**src/rtl/array_port_serializer.sv**
```systemverilog
// Array port serializer: captures an NCH-lane frame and emits
// its unmasked lanes one per handshake, in a fixed lane order.
module array_port_serializer #(
  parameter int WIDTH     = 32,
  parameter int NCH       = 2,
  parameter bit LSB_FIRST = 1'b1,
  localparam int LW = (NCH > 1) ? $clog2(NCH) : 1
) (
  input  logic             clk,
  input  logic             rst_n,
  input  logic             in_valid,
  output logic             in_ready,
  input  logic [WIDTH-1:0] in_data [NCH],
  input  logic [NCH-1:0]   in_mask,
  output logic             out_valid,
  input  logic             out_ready,
  output logic [WIDTH-1:0] out_data,
  output logic [LW-1:0]    out_lane,
  output logic             out_last,
  output logic [15:0]      drop_cnt
);

  typedef enum logic {
    IDLE = 1'b0,
    SEND = 1'b1
  } state_e;

  state_e           state_q, state_d;
  logic [WIDTH-1:0] data_q [NCH];
  logic [WIDTH-1:0] data_d [NCH];
  logic [NCH-1:0]   rem_q, rem_d;
  logic             valid_q, valid_d;
  logic [LW-1:0]    lane_q, lane_d;
  logic             last_q, last_d;
  logic [WIDTH-1:0] odata_q, odata_d;
  logic [15:0]      drop_q, drop_d;

  logic accept;
  logic take;

  // First pending lane in emission order.
  function automatic logic [LW-1:0] pick(
    input logic [NCH-1:0] m
  );
    logic [LW-1:0] r;
    r = '0;
    if (LSB_FIRST) begin
      for (int i = NCH - 1; i >= 0; i--) begin
        if (m[i]) r = LW'(i);
      end
    end else begin
      for (int i = 0; i < NCH; i++) begin
        if (m[i]) r = LW'(i);
      end
    end
    return r;
  endfunction

  assign in_ready  = (state_q == IDLE) && rst_n;
  assign accept    = in_valid && in_ready;
  assign take      = valid_q && out_ready;
  assign out_valid = valid_q;
  assign out_data  = odata_q;
  assign out_lane  = lane_q;
  assign out_last  = last_q;
  assign drop_cnt  = drop_q;

  // State register.
  always_ff @(posedge clk or negedge rst_n) begin
    if (!rst_n) state_q <= IDLE;
    else        state_q <= state_d;
  end

  // Next state: leave IDLE on a non-empty frame, return on last lane.
  always_comb begin
    state_d = state_q;
    unique case (state_q)
      IDLE: if (accept && |in_mask) state_d = SEND;
      SEND: if (take && last_q)     state_d = IDLE;
      default: state_d = IDLE;
    endcase
  end

  // Capture, retire lanes, and precompute the next registered output.
  always_comb begin
    data_d = data_q;
    rem_d  = rem_q;
    drop_d = drop_q;
    if (accept) begin
      if (|in_mask) begin
        data_d = in_data;
        rem_d  = in_mask;
      end else if (drop_q != 16'hFFFF) begin
        drop_d = drop_q + 16'd1;
      end
    end else if (take) begin
      rem_d = rem_q & ~(NCH'(1) << lane_q);
    end
    valid_d = |rem_d;
    lane_d  = valid_d ? pick(rem_d) : lane_q;
    last_d  = valid_d && ((rem_d & (rem_d - NCH'(1))) == '0);
    odata_d = valid_d ? data_d[lane_d] : odata_q;
  end

  // Datapath and output registers.
  always_ff @(posedge clk or negedge rst_n) begin
    if (!rst_n) begin
      data_q  <= '{default: '0};
      rem_q   <= '0;
      valid_q <= 1'b0;
      lane_q  <= '0;
      last_q  <= 1'b0;
      odata_q <= '0;
      drop_q  <= '0;
    end else begin
      data_q  <= data_d;
      rem_q   <= rem_d;
      valid_q <= valid_d;
      lane_q  <= lane_d;
      last_q  <= last_d;
      odata_q <= odata_d;
      drop_q  <= drop_d;
    end
  end

endmodule
```
**config.mk**
```make
export PLATFORM = sky130hd
export DESIGN_NAME = array_port_serializer
export DESIGN_NICKNAME = d
export VERILOG_FILES = /design/src/rtl/array_port_serializer.sv
export SDC_FILE = /design/constraint.sdc
export NUM_CORES = 1
export LEC_CHECK = 0
export CELL_PAD_IN_SITES_DETAIL_PLACEMENT = 1
export CELL_PAD_IN_SITES_GLOBAL_PLACEMENT = 1
export CORE_MARGIN = 2
export CORE_UTILIZATION = 50
export DETAILED_ROUTE_END_ITERATION = 7
export DONT_BUFFER_PORTS = 1
export PLACE_DENSITY_LB_ADDON = 0.1
export RECOVER_POWER = 100
export SYNTH_ARGS = -nofsm -noshare
export SYNTH_HDL_FRONTEND = slang
export SYNTH_SLANG_ARGS = --single-unit
```
**constraint.sdc**
```tcl
create_clock -name clk -period 4.1 [get_ports clk]
set_input_delay 0.615 -clock clk [delete_from_list [all_inputs] [get_ports clk]]
set_output_delay 0.615 -clock clk [all_outputs]
set_load 0.01 [all_outputs]
```
## Yosys cells after proc, flatten, opt, wreduce, memory -nomap -nowiden

Index checks and enable logic that the tools add are counted.

- Memories kept: 0
- Bits in latches: 0
- Input bits: 70
- Memory bits (read-only): 0
- Bits in writable memories: 0
- Word-level logic and storage cells: 44
- Register bits after elaboration: 118
- Output and inout bits: 52

- Multipliers: 0
- Magnitude comparators: 1
- Reduce and logical (&&, ||, !) cells: 10
- Shifts and indexed selects: 1
- Div/mod/pow operators: 0
- Equal/unequal tests: 1
- Bitwise gates (word level): 6
- Add/sub/neg operators: 2
- Multiplexer cells: 14

Operator list:

| cell | number |
|---|---|
| $mux W64 | 2 |
| $mux W32 | 3 |
| $add A16 B1 Y16 const B | 1 |
| $ne A16 B16 Y1 const B | 1 |
| $logic_and A1 B1 Y1 | 6 |
| $mux W2 | 3 |
| $mux W1 | 5 |
| $and A2 B2 Y2 | 2 |
| $reduce_or A2 Y1 | 2 |
| $reduce_and A3 Y1 | 1 |
| $ge A2 B2 Y1 const B | 1 |
| $logic_not A2 Y1 | 1 |
| $not A1 Y1 | 2 |
| $not A1 Y2 | 1 |
| $not A2 Y2 | 1 |
| $pmux W1 S2 | 1 |
| $shl A1 B1 Y2 const A | 1 |
| $sub A2 B1 Y2 const B | 1 |

## Longest topological paths before layout

Gate-level depths: netlist of the first run.

- Depth in word-level cells: 12
- Depth in mapped cells: 8

## Least setup slack after synthesis of the first run

Ideal clock, no wire load.

- Path type: in2reg
- From: input port in_valid
- To: register (tool-made name)
- Slack: 2.152 ns
- Path buffers: 3
- Library setup time: 0.125 ns
- Cell stages on the path: 8
- Arrival time: 1.824 ns
- Cells stage by stage: and3b_1 buf_4 o21ai_1 and2_1 buf_2 buf_2 ha_1 mux2_2

RTL lines:

| element | line | source |
|---|---|---|
| start, declared | 11 | `input logic in_valid,` |

==> run summary, run 1 <==
outcome - finished with violations
failing checks - max-capacitance violations, max-slew violations
Nets - 483
Die Ht - 104.9 um
CTS Hold Buffers Added - 1
Req. time, crit path - 4.49 ns
area of the multi-input gates - 0.001675 mm2
Netlist cell types - 39
critical path launch point type - register
FMAX - 348.4 MHz
starting DRC count in detailed routing - 85
core region area - 0.009819 mm2
overall power - 4.878 mW
Total Neg Setup Slack - 0 ns
proportion of synthesized area in mux cells - 13.03%
P_leak - 2.836 nW
Crit path buffers/inverters - 1
# diodes - 0
CTS Buf Count - 17
busiest layer in global routing - met2
vias - 3,074
Worst path max stage delay - 0.81 ns
max-slew headroom at the worst pin - -93.64%
antenna violations before repair - 0
synthesized net count - 482
I/O pin count - 122
synthesized-area fraction occupied by adder cells - 0.4915%
Die W - 104.9 um
FF+latch area - 0.002953 mm2
HP Class - input port to register
Area Growth Syn to Fin - 11.65%
clock transition at the registers of the reported paths - 0.06 ns
setup bufs post-CTS - 0
vias in the first global route - 3,383
dpl hpwl - 6938 um
CP Capture Type - register
Hold Slack - 0.2478 ns
Final Setup Violations - 0
Post-Synth XOR/XNOR Area - 2.408%
Worst Slack Setup Final - 1.229 ns
PwrDens - 858.1 mW/mm2
skew final - 0.007331 ns
met1 usage - 25.95%
Worst-Margin Slew - 2.905 ns
drt pass-1 iters - 4
initial core utilization - 51.85%
Final ANT Viol Nets - 0
Simple-Gate Fraction of Synth Area - 4.940%
crit path DAT - 3.26 ns
Async S/R FF share, synth - 100.0%
average size of a mapped cell - 12.42 um2
Design Area, Final - 0.005684 mm2
Pins Over Slew Limit - 119
GRT Residual Overflow - 0
total routed wirelength - 10,810 um
DR vias/cell - 5.529
CP top delay family - compound AO/OA/AOI/OAI gates
CTS Buffer Depth - 2
worst vdd ir - 390.6 uV
Max Fanout on Critical Path - 34
area fraction in compound gates after synthesis - 13.30%
die area - 0.01101 mm2
H-Tree Depth - 4
Synth Warn # - 0
GR Util met2 - 34.14%
Sink Count - 118
max_cap viols - 1
Tcrit/Tclk final - 70.02%
Slowest-stage cell, CP - a211o_1
first-pass GRT wire length - 18,000 um
final RePlAce weighted congestion - 0.7457
Root Driver - clkbuf_8
RSZ-0062 raised after global routing - no
crit-path cells - nand3b_1 > nor3_1 > a211o_1 > clkbuf_2 > a221oi_1 > a21o_1
post-CTS sizing - 0
Hold Violations, Final - 0
sequential area share after synthesis - 58.00%
layout cells sized above 1 - 9.456%
TritonCTS clock tree - built
latest clock arrival within the worst-skew pair - 0.51 ns
met3 GRT Util - 7.673%
port bufs - 0
number of synthesized flops with an enable pin - 0
pre-CTS setup slack - 1.527 ns
Netlist Area Pre-Place - 0.005091 mm2
GRT Total Usage - 21.20%
# DRC - 0
most common flop cell mapped by yosys - dfrtp_1
Cells after Synth - 410
Post-DP Area - 0.005156 mm2
Crit Path Class - register to register
#FFs+latches synth - 118
number of filler cells placed in the layout - 1,018
fin crit period - 2.871 ns
main combinational cell family by area after synthesis - compound AO/OA/AOI/OAI gates
Avg WL per Cell - 19.44 um
Std-Cell Rows - 36
largest net degree at the start of global routing - 119
[cell type report]
type | instances | area share (%)
multi-input combinational | 202 | 29.47
clock inverter | 9 | 2.179
timing repair buffer | 4 | 0.6604
clock buffer | 22 | 8.321
inverter | 68 | 4.490
sequential | 118 | 51.95
tap | 133 | 2.928
[placed cells by master, fill, tap and decap left out, types with 7 or more instances in the layout]
master     Yosys  final
dfrtp_1      118    118
inv_1         68     68
mux2i_1       64     64
a21o_1        34     34
a221oi_1      22     30
clkbuf_16      0     16
xnor2_1       11     11
nand2_1        9      9
nand3_1        7      7
[cell usage after synthesis, drive strengths merged (3+ instances only)]
| master | number | area [um2] |
|---|---|---|
| inv | 68 | 255.2 |
| mux2i | 64 | 640.6 |
| a221oi | 32 | 342.8 |
| a21o | 34 | 255.2 |
| and4 | 3 | 26.28 |
| nor2 | 5 | 21.27 |
| nand2 | 9 | 33.78 |
| xor2 | 3 | 26.28 |
| dfrtp | 118 | 2953 |
| nand3 | 7 | 35.03 |
| o21ai | 3 | 15.01 |
| buf | 20 | 136.4 |
| xnor2 | 11 | 96.34 |
| nand4 | 5 | 31.28 |
[logic make-up (layout without fill, tap and decap cells)]
logic type,Yosys count,in the layout
buffers and inverters,90,103
and+or+nand+nor,43,43
adders and majority gates,2,2
DFF,118,118
AOI/OAI and AO/OA,77,77
xor gates and xnor gates,14,14
muxes,66,66
[registers in the layout, indices dropped and copies added (netlist names), named ones only]
| name | count |
|---|---|
| out_last | 1 |
| state_q | 1 |
| out_data | 32 |
| data_q | 64 |
| rem_q | 2 |
| drop_cnt | 16 |
| out_valid | 1 |
[metal layers]
layer	wire [um]	vias to the layer above
met5	0	-
met4	188	0
met3	700	12
met2	5362	85
met1	4555	1556
li1	-	1421
[path summary, 6_finish.rpt]
path | startpoint | to | slack [ns] | cells past startpoint
worst max register to register | register | out_data[5]$_DFFE_PN0N_ | 1.23 | 6
max in group asynchronous | rst_n | data_q[12]$_DFF_PN0_ | 1.36 | 1
worst max-delay path | register | out_data[5]$_DFFE_PN0N_ | 1.23 | 6
min in group asynchronous | rst_n | drop_cnt[3]$_DFFE_PN0P_ | 0.96 | 1
worst min-delay path | in_data[25] | data_q[25]$_DFF_PN0_ | 0.25 | 2
worst min register to register | data_q[23]$_DFF_PN0_ | data_q[23]$_DFF_PN0_ | 0.48 | 2
[power by group]
part | internal [mW] | leakage [nW] | switching, mW
Combinational | 0.564 | 1.07 | 0.814
Clock | 0.981 | 0.300 | 0.488
Sequential | 1.69 | 1.46 | 0.345
Total | 3.23 | 2.84 | 1.65
[per-stage QoR]
| stage | util (%) | std cells |
|---|---|---|
| after floorplan | - | 410 |
| after global placement | 52.51 | 524 |
| after detailed placement | 52.51 | 524 |
| after CTS | 58.87 | 556 |
| after global routing | 57.89 | 556 |
| final | 57.89 | 556 |
Note: power is estimated with default switching activity, not from simulation.
==> inputs of run 2 (changes only) <==
==> constraint.sdc (replaced) <==
create_clock -name clk -period 2.95 [get_ports clk]
set_input_delay 0.4425 -clock clk [delete_from_list [all_inputs] [get_ports clk]]
set_output_delay 0.4425 -clock clk [all_outputs]
set_load 0.01 [all_outputs]
==> run 2 against run 1 <==
Net effect:
- critical endpoint is now out_data[29]$_DFFE_PN0N_
- core utilization rose by 0.36 points
- largest cell class unchanged
- the flow finishes with violations (negative hold slack)
- first-iteration DRC count grew 61%
- flip-flop and latch count unchanged
==> run summary, run 2 (synthesis gave the netlist of run 1 again) <==
# DRC - 0
placed cells - 526
Area Growth Syn to Fin - 12.34%
CTS Buf Count - 17
Req. time, crit path - 3.40 ns
vias in the first global route - 3,567
initial core utilization - 51.85%
skew final - 0.004087 ns
crit path DAT - 2.83 ns
final RePlAce weighted congestion - 0.7731
post-CTS sizing - 0
CP Capture Type - register
layout cells sized above 1 - 9.647%
GRT Residual Overflow - 0
max-slew headroom at the worst pin - 34.84%
drt pass-1 iters - 4
setup bufs post-CTS - 0
H-Tree Depth - 4
largest net degree at the start of global routing - 122
Final Setup Violations - 0
Root Driver - clkbuf_8
Nets - 484
r2r endpoint - out_data[29]$_DFFE_PN0N_
PwrDens - 1205 mW/mm2
Avg WL per Cell - 19.58 um
pre-CTS setup slack - 0.6997 ns
port bufs - 0
worst vdd ir - 488.6 uV
critical path launch point type - register
FF+latch area - 0.002953 mm2
Std-Cell Rows - 36
die area - 0.01101 mm2
# diodes - 0
TritonCTS clock tree - built
Crit Path Class - register to register
Die W - 104.9 um
Die Ht - 104.9 um
I/O pin count - 122
Worst Slack Setup Final - 0.5728 ns
Hold Slack - -0.3739 ns
latest clock arrival within the worst-skew pair - 0.51 ns
Total Neg Setup Slack - 0 ns
clock transition at the registers of the reported paths - 0.05 ns
number of filler cells placed in the layout - 1,010
FMAX - 420.7 MHz
Largest Register - data_q
failing checks - negative hold slack
dpl hpwl - 7007 um
starting DRC count in detailed routing - 137
R2R Setup Slk - 0.57 ns
Max Fanout on Critical Path - 29
commonest non-fill, non-tap cell in the layout - dfrtp_1
max reg flops - 64
core region area - 0.009819 mm2
Layout Cells excl Fill - 558
Worst Reg-to-Reg Cells - 6
HP Class - input port to async pin
total routed wirelength - 10,930 um
Worst-Margin Slew - 0.9774 ns
P_leak - 2.857 nW
DR vias/cell - 5.625
worst r2r src - state_q$_DFF_PN0_
Tcrit/Tclk final - 80.58%
GRT Total Usage - 21.61%
max_cap viols - 0
most frequent cells in the layout - dfrtp_1 (118), inv_1 (68), mux2i_1 (64), a21o_1 (34), a221oi_1 (31)
RSZ-0062 raised after global routing - no
antenna violations before repair - 0
Final ANT Viol Nets - 0
Hold Violations, Final - 118
outcome - finished with violations
area of the multi-input gates - 0.001683 mm2
Pins Over Slew Limit - 0
Sink Count - 118
vias - 3,139
first-pass GRT wire length - 18,460 um
fin crit period - 2.377 ns
CTS Buffer Depth - 2
## run 2: cell count changes in the layout (fill, tap and decap cells not counted), sizes merged
| cell | before | now |
|---|---|---|
| clkinv | 6 | 4 |
| bufinv | 3 | 4 |
| clkinvlp | 0 | 1 |
| buf | 2 | 4 |
## run 2: where the power goes
part           switching [mW]  leakage, nW  internal, mW  total [mW]
registers               0.485         1.46          2.34        2.83
logic                    1.12         1.09         0.831        1.95
clock network           0.687        0.302          1.43        2.12
total                    2.29         2.86          4.61        6.89
## run 2: area by class of cell
class / count / area share (%)
Inverter: 68 / 4.463
Timing Repair Buffer: 5 / 0.8313
Tap cell: 133 / 2.910
Clock buffer: 23 / 8.160
Sequential cell: 118 / 51.63
Multi-Input combinational cell: 202 / 29.42
Clock inverter: 9 / 2.581
## run 2: layer usage
layer	vias up	GRT usage, %	part of all wire [%]
li1	1417	-	-
met1	1615	25.87	41
met2	89	35.34	50
met3	18	8.047	7.0
met4	0	8.667	1.9
met5	-	0	0
## run 2: how the worst max path moves through the flow
| stage | endpoint | startpoint | cells past startpoint | slack [ns] |
|---|---|---|---|---|
| floorplan | register | in_valid | 8 | 1.17 |
| global placement | out_data[13]$_DFFE_PN0N_ | rst_n | 6 | 0.77 |
| detailed placement | out_data[13]$_DFFE_PN0N_ | in_valid | 6 | 0.70 |
| CTS | out_data[12]$_DFFE_PN0N_ | register | 6 | 0.72 |
| global route | out_data[29]$_DFFE_PN0N_ | state_q$_DFF_PN0_ | 6 | 0.40 |
| finish | out_data[29]$_DFFE_PN0N_ | state_q$_DFF_PN0_ | 6 | 0.57 |
## run 2: through the flow
stage	hold WS (ns)	power, mW	utilization, %	area [um2]
final	-0.3739	6.893	58.24	5719
after detailed placement	0.1498	4.916	52.66	5171
after global placement	0.1495	4.768	52.66	5171
after floorplan	0.1469	4.426	-	5091
after global routing	-0.4041	7.370	58.24	5719
after CTS	-0.4016	7.097	58.92	5786
## run 2: worst max-delay path, stage by stage (launching register included)
cell and delay [ns]:
dfrtp_1 0.40, nand3b_4 0.21, nor2_1 0.17, clkbuf_2 0.77, mux2i_1 0.23, a221oi_1 0.38
a21o_1 0.13
